`src/rtl/fir_hex_display_if.sv`:
```
// Sample/display bundle between the FIR filter, the hex digit driver and the segment pins.
// The master drives samples and freeze; the slave (display) drives segments and decimal point.
interface fir_hex_display_if;
  logic [7:0] sample_in;
  logic       sample_valid;
  logic       freeze;
  logic [6:0] seg;
  logic       dp;

  modport master (
    output sample_in,
    output sample_valid,
    output freeze,
    input  seg,
    input  dp
  );

  modport slave (
    input  sample_in,
    input  sample_valid,
    input  freeze,
    output seg,
    output dp
  );
endinterface

```
`src/rtl/fir_hex_display.sv`:
```
// Shows each captured FIR sample on one 7-segment digit: high nibble, optional blank, low nibble, blank.
// Optional feature macro: FIR_DISPLAY_PEAK_HOLD_EN (shadow holds the peak sample between frame loads).
module fir_hex_display #(
  parameter int DIGIT_CYCLES = 5000000,
  parameter int BLANK_CYCLES = 500000
) (
  input  logic            clk,
  input  logic            reset,
  fir_hex_display_if.slave bus
);

  localparam int DATA_W     = 8;
  localparam int MAX_CYCLES = (DIGIT_CYCLES > BLANK_CYCLES) ? DIGIT_CYCLES : BLANK_CYCLES;
  localparam int CNT_W      = $clog2(MAX_CYCLES + 1);
  localparam logic [CNT_W-1:0] DIGIT_LAST = CNT_W'(DIGIT_CYCLES - 1);
  localparam logic [CNT_W-1:0] BLANK_LAST = CNT_W'((BLANK_CYCLES > 0) ? BLANK_CYCLES - 1 : 0);

  typedef enum logic [2:0] {
    IDLE    = 3'd0,
    SHOW_HI = 3'd1,
    GAP_HI  = 3'd2,
    SHOW_LO = 3'd3,
    GAP_LO  = 3'd4
  } state_t;

  state_t              state;
  state_t              state_nxt;
  logic [CNT_W-1:0]    cnt;
  logic [DATA_W-1:0]   shadow;
  logic [DATA_W-1:0]   frame;
  logic                seen;
  logic                take_sample;
  logic                frame_load;

  function automatic logic [6:0] hex7(input logic [3:0] nib);
    logic [6:0] s;
    case (nib)
      4'h0: s = 7'h3F;
      4'h1: s = 7'h06;
      4'h2: s = 7'h5B;
      4'h3: s = 7'h4F;
      4'h4: s = 7'h66;
      4'h5: s = 7'h6D;
      4'h6: s = 7'h7D;
      4'h7: s = 7'h07;
      4'h8: s = 7'h7F;
      4'h9: s = 7'h6F;
      4'hA: s = 7'h77;
      4'hB: s = 7'h7C;
      4'hC: s = 7'h39;
      4'hD: s = 7'h5E;
      4'hE: s = 7'h79;
      default: s = 7'h71;
    endcase
    return s;
  endfunction

  assign take_sample = bus.sample_valid & ~bus.freeze;

  always_comb begin
    state_nxt = state;
    case (state)
      IDLE:    if (seen) state_nxt = SHOW_HI;
      SHOW_HI: if (cnt == DIGIT_LAST) state_nxt = (BLANK_CYCLES == 0) ? SHOW_LO : GAP_HI;
      GAP_HI:  if (cnt == BLANK_LAST) state_nxt = SHOW_LO;
      SHOW_LO: if (cnt == DIGIT_LAST) state_nxt = (BLANK_CYCLES == 0) ? SHOW_HI : GAP_LO;
      GAP_LO:  if (cnt == BLANK_LAST) state_nxt = SHOW_HI;
      default: state_nxt = IDLE;
    endcase
  end

  // The frame is captured on the transition into SHOW_HI so both nibbles share one sample.
  assign frame_load = (state_nxt == SHOW_HI) && (state != SHOW_HI);

  always_ff @(posedge clk) begin
    if (reset) begin
      state <= IDLE;
      cnt   <= '0;
    end else begin
      state <= state_nxt;
      if (state_nxt != state || state == IDLE) cnt <= '0;
      else                                     cnt <= cnt + 1'b1;
    end
  end

  // Capture stage: shadow tracks incoming samples, frame snapshots the shadow.
  always_ff @(posedge clk) begin
    if (reset) begin
      shadow <= '0;
      frame  <= '0;
      seen   <= 1'b0;
    end else begin
      seen <= seen | take_sample;
      if (frame_load) frame <= shadow;
`ifdef FIR_DISPLAY_PEAK_HOLD_EN
      if (frame_load)                               shadow <= take_sample ? bus.sample_in : '0;
      else if (take_sample && bus.sample_in > shadow) shadow <= bus.sample_in;
`else
      if (take_sample) shadow <= bus.sample_in;
`endif
    end
  end

  // Output stage: registered segment drive, one clock behind state/frame.
  always_ff @(posedge clk) begin
    if (reset) begin
      bus.seg <= '0;
      bus.dp  <= 1'b0;
    end else begin
      case (state)
        SHOW_HI: begin
          bus.seg <= hex7(frame[7:4]);
          bus.dp  <= 1'b0;
        end
        SHOW_LO: begin
          bus.seg <= hex7(frame[3:0]);
          bus.dp  <= 1'b1;
        end
        default: begin
          bus.seg <= '0;
          bus.dp  <= 1'b0;
        end
      endcase
    end
  end

endmodule
```
`src/flat_wrapper.sv`:
```
// flat-port wrapper written by rule: the top's interface ports become plain ports
module fir_hex_display_flat 
#(
  parameter int DIGIT_CYCLES = 5000000,
  parameter int BLANK_CYCLES = 500000
)
  (clk, reset, bus_sample_in, bus_sample_valid, bus_freeze, bus_seg, bus_dp);
  fir_hex_display_if bus_i ();
  input  logic clk;
  input  logic reset;
  input wire logic [$bits(bus_i.sample_in)-1:0] bus_sample_in;
  input wire logic [$bits(bus_i.sample_valid)-1:0] bus_sample_valid;
  input wire logic [$bits(bus_i.freeze)-1:0] bus_freeze;
  output wire logic [$bits(bus_i.seg)-1:0] bus_seg;
  output wire logic [$bits(bus_i.dp)-1:0] bus_dp;
  assign bus_i.sample_in = bus_sample_in;
  assign bus_i.sample_valid = bus_sample_valid;
  assign bus_i.freeze = bus_freeze;
  assign bus_seg = bus_i.seg;
  assign bus_dp = bus_i.dp;
  fir_hex_display #(.DIGIT_CYCLES(DIGIT_CYCLES), .BLANK_CYCLES(BLANK_CYCLES)) u_core (.clk(clk), .reset(reset), .bus(bus_i));
endmodule
```
`config.mk`:
```
export PLATFORM = sky130hd
export DESIGN_NAME = fir_hex_display_flat
export DESIGN_NICKNAME = d
export VERILOG_FILES = /design/src/rtl/fir_hex_display_if.sv /design/src/rtl/fir_hex_display.sv /design/src/flat_wrapper.sv
export SDC_FILE = /design/constraint.sdc
export NUM_CORES = 1
export LEC_CHECK = 0
export BUFFER_PORTS_ARGS = -buffer_cell sky130_fd_sc_hd__buf_4
export CAP_MARGIN = 20
export CORE_MARGIN = 2
export CORE_UTILIZATION = 50
export DETAILED_ROUTE_END_ITERATION = 12
export GPL_TIMING_DRIVEN = 0
export HOLD_SLACK_MARGIN = 0.06
export PLACE_DENSITY = 0.7
export SYNTH_ARGS = -nofsm -noshare
export SYNTH_HDL_FRONTEND = slang
export SYNTH_SLANG_ARGS = --single-unit
```
`constraint.sdc`:
```
create_clock -name clk -period 2.8 [get_ports clk]
set_input_delay 0 -clock clk [delete_from_list [all_inputs] [get_ports clk]]
set_output_delay 0 -clock clk [all_outputs]
set_load 0.01 [all_outputs]
```
# After elaboration in Yosys (flattened, before gate mapping)
# Memory sizes are Yosys's and may differ from the RTL's. A register that Yosys moved wholly into a read port is not among the register bits.
# Index checks and enable logic that the tools add are counted.
dict set report word_totals {
  rom_bits 224
  output_inout_bits 8
  wordCells 38
  in_bits 12
  mem_count 2
  reg_bits 51
}
dict set report op_classes {
  add_sub_neg 1
  muxes 12
  reduce_logical 4
  n_eq_ne 9
  n_bitwise 3
}
# memory words word_bits rd rd_ports_with_merged_regs write_ports line
set memory_table {}
lappend memory_table {{(name not given)} 16 7 1 1 0 fir_hex_display.sv:37} ;# case (nib)
lappend memory_table {{(name not given)} 16 7 1 1 0 fir_hex_display.sv:37}
# operator count
set op_table {}
lappend op_table {{adder 23 x 1 -> 23 bit (second input constant)} 1}
lappend op_table {{== test 23 x 19 -> 1 bit (second input constant)} 1}
lappend op_table {{== test 23 bit (second input constant)} 1}
lappend op_table {{2-to-1 mux 4 bit} 4}
lappend op_table {{2-to-1 mux 3 bit} 5}
lappend op_table {{one-hot mux 3 bit (5 select lines)} 1}
lappend op_table {{one-hot mux 7 bit (2 select lines)} 1}
lappend op_table {{== test 3 x 1 -> 1 bit (second input constant)} 2}
lappend op_table {{== test 3 x 2 -> 1 bit (second input constant)} 2}
lappend op_table {{== test 3 bit (second input constant)} 1}
lappend op_table {{logical NOT 3 bit} 1}
lappend op_table {{inequality test 3 x 1 -> 1 bit (second input constant)} 1}
lappend op_table {{inequality test 3 bit} 1}
lappend op_table {{OR reduction 2 bit} 1}
lappend op_table {{AND 1 bit} 1}
lappend op_table {{logical AND 1 bit} 1}
lappend op_table {{logical OR 1 bit} 1}
lappend op_table {{2-to-1 mux 1 bit} 1}
lappend op_table {{NOT 1 bit} 1}
lappend op_table {{OR 1 bit} 1}

# Logic depth before layout (Yosys ltp)
# Gate-level depths: netlist of the first run.
dict set report logic_depth {
  word_depth 7
  mapped_depth 14
  mapped_depth_nobuf 11
}

# Least setup slack after synthesis of the first run
# OpenSTA, ideal clock, no wires.
dict set report synth_path {
  path_type {reg-to-reg}
  start {register u_core.cnt[0]}
  end {register (tool-made name)}
  required_ps 2721
  n_path_buf 3
  path_stages_with_launch 15
  setup_slack_ps 95
  setup_ps 79
  arrival_ps 2625
  period_less_slack_ps 2705
  path_cell_list {dfxtp_1 -> ha_1 -> and3_1 -> buf_6 -> nand4_4 -> o21ai_4 -> buf_6 -> buf_6 -> mux2i_1 -> nor2_1 -> ha_1 -> inv_1 -> a21oi_1 -> a211o_1 -> a22oi_1}
}
# element line
set synth_lines {}
lappend synth_lines {{from (decl)} fir_hex_display.sv:28} ;# logic [CNT_W-1:0] cnt;
lappend synth_lines {{from (signal assigned)} fir_hex_display.sv:82} ;# else cnt <= cnt + 1'b1;

==> impl.org, run 1 <==
** Route
- For this run, design rule violations remaining after detail routing come to 0.
- Vias after detailed routing :: 2550
- 1st-pass router iterations :: 4
- Routed WL :: 6.70 mm
- Violation count after the first detailed-route iteration :: approximately 150
- In the final routed layout, each cell accounts on average for about 14 um.
- Antenna Nets Post-Route :: 0
- Vias per cell :: 5.31

** Die
- # IOs :: 20
- Width of the die :: about 84 um
- After floorplanning, the core was divided into 29 placement rows.
- Starting Density :: 51.3%
- Measured along the y axis, the die boundary spans 84.3 um.
- The die covers 0.00710 mm^2.
- Placeable core area :: 0.00628 mm^2

** Finish
- Post-layout net count :: 425
- From synthesis to final layout, the design area changed by 19.7%.
- Of the cells placed in the final design, the portion with a size suffix greater than 1 is around 18%.
- Reg area :: 0.00130 mm^2
- Filler cell count in the final layout :: 539
- The number of antenna diodes in the final layout is 0.
- The multi-input combinational cells in the finished layout cover a total of 0.00183 mm^2.
- Final Non-Filler Cells :: 480
- Final cell area excluding filler cells :: 0.00386 mm^2

** Placement
- OpenSTA, run right after detailed placement, puts the worst setup slack at -0.259 ns.
- Placed instance count :: 453
- Buffers placed on the I/O ports in this run total 19.
- Summed over all nets, the half-perimeter wirelength after detailed placement is 4.68 mm.
- Placed cell areas :: 0.00346 mm^2
- At the end of routability-driven placement, the weighted congestion stood at between 0.8 and 0.9.

** Yosys
- The synthesized netlist contains 54 unique library cells.
- Among all cell types in the netlist, the one instantiated most often is dfxtp_1.
- Of all flip-flops after synthesis, the portion carrying an async set or reset was 0%.
- Synthesized netlist net count :: 384
- #FFs+latches synth :: 65
- Yosys printed 0 warnings.
- The synthesized design spends more area on one cell type than any other, namely dfxtp_1.
- Post-synthesis average cell area :: 9.03 um^2
- The cell area that synthesis handed to floorplanning was 0.00322 mm^2.
- Cell types with the largest area share after synthesis :: dfxtp_1 (40%), nor2_1 (6.4%), mux2i_1 (6.2%), ha_1 (5.8%), xor2_1 (3.8%)
- Of the post-synthesis cell area, the dominant cell type holds between 40% and 50%.
- Gate Count Post-Synth :: 357
- Top FF cell, synth :: dfxtp_1
- Most frequent cells after synthesis :: dfxtp_1 (65), nor2_1 (55), nand2_1 (31), mux2i_1 (20), inv_1 (17)
- Post-synth EDFFs :: 0
- Sequential-to-total area share from yosys stat :: between 40% and 50%

** Critical path
- Biggest cell delay along the critical path :: 0.36 ns
- Data arrival time of the critical path :: 2.95 ns
- Worst setup SP type :: flip-flop
- Number of buffer and inverter stages on the critical path :: 4
- The number of cells on the worst reg-to-reg path is 14.
- Largest fanout on the critical path :: 10
- Number of stages on the worst setup path :: 14
- STA classifies the critical path endpoint as a flip-flop.
- Worst Path Required :: 3.07 ns
- Classification of the worst setup path :: reg -> reg
- Among all stages on the critical path, the largest delay is contributed by dfxtp_2.
- Library cell appearing most often on the critical path :: buf_6
- Cell-by-cell listing of the critical path :: ha_4 > and3_1 > buf_6 > nand4_4 > o21ai_4 > buf_6 > buf_12 > mux2i_4 > nor2_1 > ha_2 > inv_1 > a211oi_1 > a211o_1 > a22oi_1
- Top Family by Delay on Critical Path :: compound AO/OA/AOI/OAI gates

** STA
- The number of max-slew violations in the final report is 0.
- Final count of hold timing violations :: 0
- Timing would allow up to ~370 MHz.
- Setup-violating endpoint count in the final report :: 0
- Final critical delay including setup and external delays :: 2.67 ns
- Final period util :: 95.5%
- Setup slack closes at 0.125 ns.
- Worst clock skew :: 0.0110 ns
- Normalized max-slew margin :: about 58%
- Hold slack final :: roughly 0.18 ns
- Total negative setup slack :: 0 ns
- Transition at the pin with the smallest max-transition slack :: 0.614 ns

** CTS
- The tree is rooted in a clkbuf_8.
- Clock-pin slew on the worst setup and hold paths :: 0.08 ns
- For this design, the sink count on the clock tree is 65.
- Counting along the longest clock path gives a buffer depth of 2.
- H-tree level count :: 3
- TritonCTS built the clock tree.
- The clock reaches the later pin of the worst-skew pair after 0.35 ns.
- Clock tree synthesis inserted a total of 9 buffers.

** GRT
- Global routing used 27.6% of the available met1 tracks.
- Total track usage :: between 20% and 30%
- Met2 Resource Use GR :: 29.6%
- Entering global routing, the biggest net connects 13 pins.
- Highest-utilization routing layer at the global route stage :: met2
- Initial antenna violation count :: 0
- Global-route wire length before repair :: approximately 11 mm
- Global routing finished with a remaining overflow of 0.
- The via count of the first global-routing pass came to approximately 2400.
- Met3 layer usage reported by global route :: 5.21%

** Min path
- Cells on Worst Hold Path :: 3
- The worst hold path belongs to the class in -> reg.

** Status
- Outcome :: finished, final reports clean

** Run
- The tool flagged a number of max-cap violations equal to 0.

** Power
- Summed over all cells, the static leakage comes to 0.00142 uW.
- In this run the power density over the cells is 521 mW/mm^2.
- Worst vdd ir :: around 0.0004 V
[path summary, 6_finish.rpt]
kind	from	end	slack [ns]
max reg2reg	u_core.cnt[1]	flip-flop	0.13
max	u_core.cnt[1]	flip-flop	0.13
min reg2reg	u_core.cnt[0]	u_core.cnt[0]	0.44
min	reset	u_core.frame[2]	0.18
[routing by layer]
| metal | share of wire [%] | vias up |
|---|---|---|
| li1 | - | 1300 |
| met3 | 4.9 | 9 |
| met5 | 0 | - |
| met2 | 45 | 49 |
| met1 | 48 | 1192 |
| met4 | 1.6 | 0 |
[where the power goes]
| part | total [uW] | internal [uW] | leakage [uW] | switching, uW |
|---|---|---|---|---|
| Combinational | 140 | 69.0 | 0.000788 | 71.3 |
| Sequential | 959 | 945 | 0.000528 | 14.3 |
| Clock | 913 | 527 | 0.000105 | 386 |
[metrics by stage]
step / total power (uW) / utilization [%]
global route: 2090 / 61.5
CTS: 2020 / 60.7
detailed placement: 1100 / 55.2
floorplan: 1060 / -
global placement: 1100 / 55.2
finish: 2010 / 61.5
[tightest hold or removal path, stage by stage]
cell      delay, ns
buf_4          0.13
nand2b_1       0.10
mux2i_1        0.17
[layout by cell type (no fill, tap or decap), types with 3 or more instances in the layout]
cell | netlist | routed
a211o_1 | 3 | 3
a21oi_1 | 16 | 16
a22oi_1 | 7 | 6
and3_1 | 4 | 4
buf_1 | 4 | 4
buf_4 | 0 | 22
clkbuf_1 | 5 | 5
clkbuf_8 | 0 | 10
clkinvlp_4 | 0 | 3
dfxtp_1 | 65 | 63
dlygate4sd3_1 | 0 | 8
ha_1 | 15 | 13
inv_1 | 17 | 17
mux2i_1 | 20 | 17
mux2i_2 | 2 | 3
nand2_1 | 31 | 31
nand2b_1 | 8 | 8
nand3_1 | 13 | 13
nand4_1 | 5 | 5
nor2_1 | 55 | 53
nor2b_1 | 6 | 6
nor3_1 | 4 | 4
nor3b_1 | 6 | 6
or2_2 | 3 | 3
xnor2_1 | 9 | 9
xor2_1 | 14 | 14
[area by class of cell]
cell class	instances	share of cell area, %
inverter	18	1.75
buffer	14	2.24
multi-input combinational	260	47.4
timing repair buffer	30	6.36
clock inverter	6	2.37
clock buffer	10	3.57
tap	77	2.50
sequential	65	33.8
[cell families (layout without fill, tap and decap cells)]
group           count (synthesis)  count (layout)  synth area share (%)
simple gates                  157             157                  26.0
flops                          65              65                  40.4
compound gates                 40              40                  8.85
buf+inv                        32              78                  4.50
mux                            25              25                  8.23
xor+xnor                       23              23                  6.25
fa+ha+maj                      15              15                  5.82
[what timing repair did]
| action | in CTS | in global routing |
|---|---|---|
| setup endpoints to repair | 11 | 9 |
| hold endpoints to repair | 8 | 0 |
| hold buffers | 8 | 0 |
| setup buffers | 1 | 2 |
| pin swaps | 1 | 4 |
| gates resized for setup | 7 | 8 |
No activity file was read; power rests on OpenSTA's default activity.
==> run 2, diff against run 1 <==
--- a/config.mk
+++ b/config.mk
@@ -5,14 +5,16 @@
 export SDC_FILE = /design/constraint.sdc
 export NUM_CORES = 1
 export LEC_CHECK = 0
-export BUFFER_PORTS_ARGS = -buffer_cell sky130_fd_sc_hd__buf_4
+export BUFFER_PORTS_ARGS = -buffer_cell sky130_fd_sc_hd__buf_2
 export CAP_MARGIN = 20
+export CELL_PAD_IN_SITES_DETAIL_PLACEMENT = 1
+export CELL_PAD_IN_SITES_GLOBAL_PLACEMENT = 1
 export CORE_MARGIN = 2
-export CORE_UTILIZATION = 50
+export CORE_UTILIZATION = 42
 export DETAILED_ROUTE_END_ITERATION = 12
 export GPL_TIMING_DRIVEN = 0
 export HOLD_SLACK_MARGIN = 0.06
-export PLACE_DENSITY = 0.7
+export PLACE_DENSITY_LB_ADDON = 0.1
 export SYNTH_ARGS = -nofsm -noshare
 export SYNTH_HDL_FRONTEND = slang
 export SYNTH_SLANG_ARGS = --single-unit
==> run 2 against run 1 <==
Utilization decreased by 8.9 points; flip-flop and latch count unchanged; critical path depth unchanged; sequential power about the same; highest routed layer unchanged.
==> impl.org, run 2 (same netlist as run 1, synthesis figures left out) <==
** Critical path
- Worst setup SP type :: flip-flop (unchanged)
- The data required time of the worst path was 3.02 ns (was 3.07 ns).
- The critical register-to-register path startpoint is u_core.cnt[0] (was u_core.cnt[1]).
- Data arrival time of the critical path :: 2.89 ns (was 2.95 ns)
- Classification of the worst setup path :: reg -> reg (unchanged)
- Endpoint type of the worst setup path :: flip-flop (unchanged)
- Startpoint of the worst setup timing path :: u_core.cnt[0] (was u_core.cnt[1])
- The largest fanout on the critical path is 5 (was 10).

** CTS
- Clock root cell :: clkbuf_8 (unchanged)
- The H-tree depth was 3 (unchanged).
- Insertion delay to the later sink of the worst-skew pair :: 0.34 ns (was 0.35 ns)
- The TritonCTS clock tree is yes (unchanged).
- Number of sinks handled by clock tree synthesis :: 65 (unchanged)
- Deepest clock path buffer count :: 2 (unchanged)
- Clock-pin slew on the worst setup and hold paths :: 0.07 ns (was 0.08 ns)
- CTS Buf Count :: 9 (unchanged)

** GRT
- The number of antenna violations at the first check in global routing was 0 (unchanged).
- GR Overflow Total :: 0 (unchanged)
- The total track usage is 20.2% (was 20.0%).
- Number of global-route vias before repair :: 2659 (was 2436)
- The global-route wire length before repair was 13.3 mm (was 11.4 mm).
- Largest net degree at the start of global routing :: 11 (was 13)

** STA
- Min setup slack post-route :: 0.126 ns (was 0.125 ns)
- Setup-violating endpoint count in the final report :: 0 (unchanged)
- The clock period minus final worst setup slack was 2.67 ns (about the same).
- The maximum clock rate is 374 MHz (about the same).
- The number of hold violations in the final report came to 0 (unchanged).
- Total negative setup slack :: 0 ns (unchanged)
- Transition at the pin with the smallest max-transition slack :: 0.683 ns (was 0.614 ns)
- The number of max-slew violations in the final report was 0 (unchanged).
- The portion of the clock cycle consumed by the worst path in the final layout came to 95.5% (about the same).
- Normalized max-slew margin :: 54.0% (was 57.9%)
- Worst clock skew :: 0.0100 ns (was 0.0110 ns)

** Die
- The number of placement rows came to 31 (was 29).
- Width of the die :: 91.6 um (was 84.3 um)
- The number of top-level pins is 20 (unchanged).
- Starting Density :: 44.0% (was 51.3%)
- The core outline area was 0.00733 mm^2 (was 0.00628 mm^2).
- Chip height :: 91.6 um (was 84.3 um)
- Total die area :: 0.00839 mm^2 (was 0.00710 mm^2)

** Finish
- Antenna cell count :: 0 (unchanged)
- The number of standard cells in the final layout excluding fillers was 509 (was 480).
- The layout cell share with drive strength beyond 1 is 18.8% (was 17.6%).
- The final cell utilization of the core was 52.6% (was 61.5%).
- Relative area change from synthesis to final layout :: 19.6% (was 19.7%)
- Most common cell after layout, fill and taps aside :: dfxtp_1 (unchanged)
- Most used cells in the layout excluding fill and tap cells :: dfxtp_1 (64), nor2_1 (54), nand2_1 (31) (was dfxtp_1 (63), nor2_1 (53), nand2_1 (31))
- Filler cell count in the final layout :: 860 (was 539)
- Post-layout net count :: 434 (was 425)

** Placement
- Weighted congestion reported at the end of routability-driven placement :: 0.833 (was 0.852)
- The number of buffer cells added on primary ports came to 19 (unchanged).
- The post-place setup slack came to -0.407 ns (was -0.259 ns).
- The half-perimeter wire length of the detailed placement result came to 5.60 mm (was 4.68 mm).
- Placed instance count :: 475 (was 453)

** Route
- Vias per cell :: 5.16 (was 5.31)
- Violation count after the first detailed-route iteration :: 90 (was 145)
- The number of nets with antenna violations after routing came to 0 (unchanged).
- The residual DRC count is 0 (unchanged).
- 1st-pass router iterations :: 4 (unchanged)
- The wire length per cell is 15.7 um (was 14.0 um).
- The final wirelength was 7.98 mm (was 6.70 mm).
- The routed via count came to 2625 (was 2550).

** Status
- Outcome: finished, final reports clean (unchanged).

** Min path
- Kind of path behind the tightest hold check :: in -> reg (unchanged)
- The worst min-delay path startpoint is bus_sample_valid (was reset).

** Run
- Max Cap Viol :: 0 (unchanged)

** Power
- Worst vdd ir :: 0.000291 V (was 0.000409 V)
- Total power after layout :: 1810 uW (was 2010 uW)
- Cell area power density :: 469 mW/mm^2 (was 521 mW/mm^2)
- The reported leakage power was 0.00144 uW (was 0.00142 uW).
run 2: timing repair:
| action | CTS | global route |
|---|---|---|
| hold buffers | 8 | 0 |
| endpoints found under the hold margin | 8 | 0 |
| gates cloned | 0 | 1 |
| setup buffers | 3 | 9 |
| pin swaps | 2 | 3 |
| endpoints found under the setup margin | 14 | 12 |
| gates resized for setup | 9 | 9 |
run 2: worst max-delay path, stage by stage (launching register included):
cell and delay [ns]:
dfxtp_2 0.34, ha_2 0.20, and3_1 0.17, buf_6 0.13, nand4_4 0.13, o21ai_4 0.25
buf_12 0.17, mux2i_2 0.08, nor2_1 0.29, inv_2 0.09, buf_4 0.14, buf_4 0.12
ha_1 0.20, mux2i_1 0.15, a2bb2oi_1 0.10
run 2: metrics by stage:
step           hold slack [ns]  area [um^2]
3_3_place_gp             0.246         3440
6_report                 0.194         3850
5_1_grt                  0.227         3850
3_5_place_dp             0.250         3440
4_1_cts                  0.190         3740
2_1_floorplan            0.136         3220
run 2: final cells by class:
cell class	instances	area (um^2)	area share, %
Buffer	13	75.1	1.95
Clock buffer	14	163	4.22
Inverter	18	67.6	1.75
Multi-Input combinational cell	260	1830	47.5
Sequential cell	65	1300	33.8
Tap cell	99	124	3.21
Timing Repair Buffer	40	290	7.53
run 2: final timing paths:
kind | cells after the start | end | slack (ns)
max reg2reg | 14 | flip-flop | 0.13
max | 14 | flip-flop | 0.13
min | 5 | u_core.shadow[6] | 0.19
min reg2reg | 1 | u_core.cnt[0] | 0.42
run 2: routing by layer:
| metal | up-vias | track usage (%) | wire length, um |
|---|---|---|---|
| li1 | 1317 | - | - |
| met1 | 1269 | 27.7 | 4040 |
| met2 | 31 | 31.4 | 3650 |
| met3 | 8 | 3.90 | 177 |
| met4 | 0 | 7.45 | 117 |
| met5 | - | 0 | 0 |
run 2: power by group:
group | total, uW | switching (uW) | internal, uW
Sequential | 961 | 15.0 | 946
Clock | 697 | 336 | 362
Combinational | 149 | 78.0 | 71.4
==> run 3, diff against run 2 <==
--- a/config.mk
+++ b/config.mk
@@ -5,13 +5,14 @@
 export SDC_FILE = /design/constraint.sdc
 export NUM_CORES = 1
 export LEC_CHECK = 0
-export BUFFER_PORTS_ARGS = -buffer_cell sky130_fd_sc_hd__buf_2
+export ABC_AREA = 1
 export CAP_MARGIN = 20
 export CELL_PAD_IN_SITES_DETAIL_PLACEMENT = 1
 export CELL_PAD_IN_SITES_GLOBAL_PLACEMENT = 1
 export CORE_MARGIN = 2
-export CORE_UTILIZATION = 42
+export CORE_UTILIZATION = 43
 export DETAILED_ROUTE_END_ITERATION = 12
+export DONT_BUFFER_PORTS = 1
 export GPL_TIMING_DRIVEN = 0
 export HOLD_SLACK_MARGIN = 0.06
 export PLACE_DENSITY_LB_ADDON = 0.1
==> run 3 against run 2 <==
Critical path type unchanged; non-clock buffer count is 29 lower; highest routed layer unchanged; area after synthesis is 4.9% higher; clock power is 24% higher.
==> impl.org, run 3 <==
** STA
- Final critical delay including setup and external delays :: 2.51 ns (was 2.67 ns)
- The actual transition at the worst max-transition pin was 0.557 ns (was 0.683 ns).
- Worst clock skew :: 0.00998 ns (was 0.0100 ns)
- Final count of hold timing violations :: 0 (unchanged)
- Max-slew violations :: 0 (unchanged)
- The tightest slew margin relative to the limit came to 62.7% (was 54.0%).
- Setup-violating endpoint count in the final report :: 0 (unchanged)
- Final period util :: 89.6% (was 95.5%)
- Maximum clock frequency :: 399 MHz (was 374 MHz)
- Setup repair after global routing left no endpoint under its margin.
- The post-route setup TNS was 0 ns (unchanged).

** Finish
- The number of standard cells in the final layout excluding fillers came to 562 (was 509).
- Most used cells in the layout excluding fill and tap cells: nand2_1 (74), dfxtp_1 (65), inv_1 (60) (was dfxtp_1 (64), nor2_1 (54), nand2_1 (31)).
- The synthesis-to-layout area growth is 14.2% (was 19.6%).
- The number of antenna diodes was 0 (unchanged).
- The layout cell share with drive strength beyond 1 came to 16.3% (was 18.8%).
- The final net count came to 482 (was 434).
- The most frequent standard cell in the layout excluding fill and tap cells was nand2_1 (was dfxtp_1).

** CTS
- The H-tree depth came to 3 (unchanged).
- Insertion delay to the later sink of the worst-skew pair :: 0.35 ns (was 0.34 ns)
- Deepest clock path buffer count :: 2 (unchanged)
- The clock sink count is 65 (unchanged).
- CTS Buf Count :: 9 (unchanged)
- The clock transition at the registers of the reported paths is 0.08 ns (was 0.07 ns).
- The buffer cell driving the clock tree root is clkbuf_8 (unchanged).
- Count of buffers added by post-CTS timing repair for setup :: 0 (was 3)
- Clock tree from TritonCTS :: yes (unchanged)

** Route
- The wire length per cell was 13.7 um (was 15.7 um).
- The final wirelength is 7.72 mm (was 7.98 mm).
- Violation count after the first detailed-route iteration :: 32 (was 90)
- 1st-pass router iterations :: 4 (unchanged)
- The residual DRC count came to 0 (unchanged).
- The routed via count is 2741 (was 2625).
- Vias per cell :: 4.88 (was 5.16)
- The number of nets with antenna violations after routing was 0 (unchanged).

** Min path
- The worst min-delay path class is in -> reg (unchanged).
- The worst min-delay path startpoint was bus_freeze (was bus_sample_valid).
- The number of stages on the worst hold path is 4 (was 5).
- The worst hold path endpoint is u_core.shadow[4] (was u_core.shadow[6]).

** Die
- The core outline area came to 0.00769 mm^2 (was 0.00733 mm^2).
- The number of top-level pins was 20 (unchanged).
- The area of the die was 0.00858 mm^2 (was 0.00839 mm^2).
- The number of placement rows was 32 (was 31).
- The die boundary width is 92.7 um (was 91.6 um).
- Chip height :: 92.7 um (was 91.6 um)
- The starting density of the core is 44.0% (about the same).

** Critical path
- Worst setup SP type :: flip-flop (unchanged)
- Register-to-register setup slack :: 0.29 ns (was 0.13 ns)
- The startpoint of the most critical setup path is u_core.cnt[0] (unchanged).
- Number of cell instances on the worst register-to-register path :: 17 (was 14)
- Endpoint type of the worst setup path :: flip-flop (unchanged)
- The arrival time of data at the critical path endpoint is 2.75 ns (was 2.89 ns).
- Reg-to-Reg Start :: u_core.cnt[0] (unchanged)
- The largest fanout on the critical path came to 10 (was 5).
- Classification of the worst setup path :: reg -> reg (unchanged)
- The data required time of the worst path was 3.04 ns (was 3.02 ns).

** Power
- The reported leakage power came to 0.00158 uW (was 0.00144 uW).
- The power density of the placed cells is 580 mW/mm^2 (was 469 mW/mm^2).
- The largest vdd supply drop was 0.000303 V (was 0.000291 V).

** Yosys
- Most common cell in the synthesized netlist :: nand2_1 (was dfxtp_1)
- Most frequent cells after synthesis :: nand2_1 (74), dfxtp_1 (65), inv_1 (60), nor2_1 (56), nand3_1 (43) (was dfxtp_1 (65), nor2_1 (55), nand2_1 (31), mux2i_1 (20), inv_1 (17))
- The portion of the post-synthesis area used by sequential elements came to 38.5% (was 40.4%).
- Gate Count Post-Synth :: 432 (was 357)
- Async set-reset flop share out of synthesis :: 0% (unchanged)
- #FFs+latches synth :: 65 (unchanged)
- The post-synthesis cell type with the largest combined area was dfxtp_1 (unchanged).
- Cell types with the largest area share after synthesis: dfxtp_1 (39%), nand2_1 (8.2%), inv_1 (6.7%), nand3_1 (6.4%), nor2_1 (6.2%) (was dfxtp_1 (40%), nor2_1 (6.4%), mux2i_1 (6.2%), ha_1 (5.8%), xor2_1 (3.8%)).
- Post-synthesis cell area :: 0.00338 mm^2 (was 0.00322 mm^2)
- Yosys top cell area share :: 38.5% (was 40.4%)
- Synthesized netlist net count :: 459 (was 384)
- Count of cell types in the netlist :: 40 (was 54)
- The flip-flop cell with the highest count after synthesis is dfxtp_1 (unchanged).
- The number of warnings printed during yosys synthesis was 0 (unchanged).
- Post-synth EDFFs :: 0 (unchanged)
- Post-synthesis average cell area :: 7.82 um^2 (was 9.03 um^2)

** Placement
- The number of placed cells counting well taps was 534 (was 475).
- Weighted congestion reported at the end of routability-driven placement :: 0.791 (was 0.833)
- DP HPWL :: 5.65 mm (was 5.60 mm)
- Number of I/O port buffers :: 0 (was 19)

** Status
- Outcome: finished, final reports clean (unchanged).

** Run
- The number of max-capacitance violations reported is 0 (unchanged).

** GRT
- The number of antenna violations at the first check in global routing was 0 (unchanged).
- Global-route wire length before repair :: 13.9 mm (was 13.3 mm)
- GR Overflow Total :: 0 (unchanged)
- Largest net degree at the start of global routing :: 12 (was 11)
- Number of global-route vias before repair :: 3031 (was 2659)
- Total track usage :: 20.5% (was 20.2%)
==> run 3: cell types whose count changed in the layout (fill, tap and decap cells not counted), sizes merged, moves of 6 or more <==
| cell | before | now |
|---|---|---|
| o21ai | 2 | 12 |
| nand3 | 13 | 52 |
| nor2 | 55 | 63 |
| a32o | 1 | 7 |
| nand2 | 31 | 87 |
| nor2b | 6 | 0 |
| buf | 39 | 10 |
| a22oi | 7 | 0 |
| nand4 | 7 | 14 |
| mux2i | 22 | 0 |
| nor3b | 6 | 0 |
| nand2b | 8 | 0 |
| inv | 18 | 67 |
| a21oi | 16 | 10 |
==> run 3: cells by family (layout without fill, tap and decap cells) <==
group | Yosys count | in the layout | share of synthesized area, %
fa+ha+maj | 15 | 15 | 5.55
buf+inv | 80 | 108 | 10.1
flops | 65 | 65 | 38.5
simple gates | 224 | 224 | 35.5
xor+xnor | 16 | 16 | 4.15
compound gates | 32 | 32 | 6.18
==> run 3: worst max-delay path, cell delays in order, from the launching register on <==
cell and delay (ns):
dfxtp_1 0.36, ha_1 0.22, nand3_2 0.12, nor2_2 0.17, nand3_4 0.13, nand2_2 0.10, nand2_4 0.07, nor2_8 0.12
nand3_4 0.16, nand2_1 0.12, inv_2 0.06, nor2_4 0.14, inv_1 0.07, ha_1 0.27, inv_1 0.05, nand3_1 0.07
nand3_1 0.11, nand2_1 0.06
==> run 3: metrics by stage <==
stage | setup slack (ns) | hold slack [ns] | power [uW] | area [um^2] | util, %
after detailed placement | 0.131 | 0.0751 | 1380 | 3510 | 45.6
after CTS | 0.0872 | 0.0627 | 2260 | 3840 | 50.0
final | 0.291 | 0.121 | 2240 | 3860 | 50.2
after global routing | 0.0377 | 0.173 | 2360 | 3860 | 50.2
after floorplan | 0.519 | 0.0724 | 1300 | 3380 | -
after global placement | 0.226 | 0.0729 | 1370 | 3510 | 45.6
==> run 3: worst max-delay path by stage <==
stage	end	slack, ns
floorplan	flip-flop	0.52
detailed placement	flip-flop	0.13
global placement	flip-flop	0.23
global route	flip-flop	0.04
finish	flip-flop	0.29
CTS	flip-flop	0.09
==> run 3: routing by layer <==
metal	wire, um	track usage, %	up-vias
li1	-	-	1414
met1	3290	22.3	1301
met2	4170	38.9	16
met3	151	4.39	10
met4	112	7.11	0
met5	0	0	-
==> run 3: final cells by class <==
cell class	instances	area [um^2]
clock inverters	3	46.3
flip-flops and latches	65	1300
clock buffers	13	169
multi-input cells	287	1750
inverters	68	263
plain buffers	12	80.1
well taps	102	128
fillers	964	3830
repair buffers	12	120
==> run 3: what timing repair did <==
| item | CTS | global route |
|---|---|---|
| endpoints found under the hold margin | 25 | 0 |
| setup endpoints to repair | 0 | 14 |
| hold buffers | 12 | 0 |
| gates resized for setup | 0 | 4 |
==> run 3: power breakdown <==
group | switching (uW) | internal, uW
Clock | 379 | 488
Sequential | 29.6 | 1000
Combinational | 219 | 122
Total | 629 | 1610
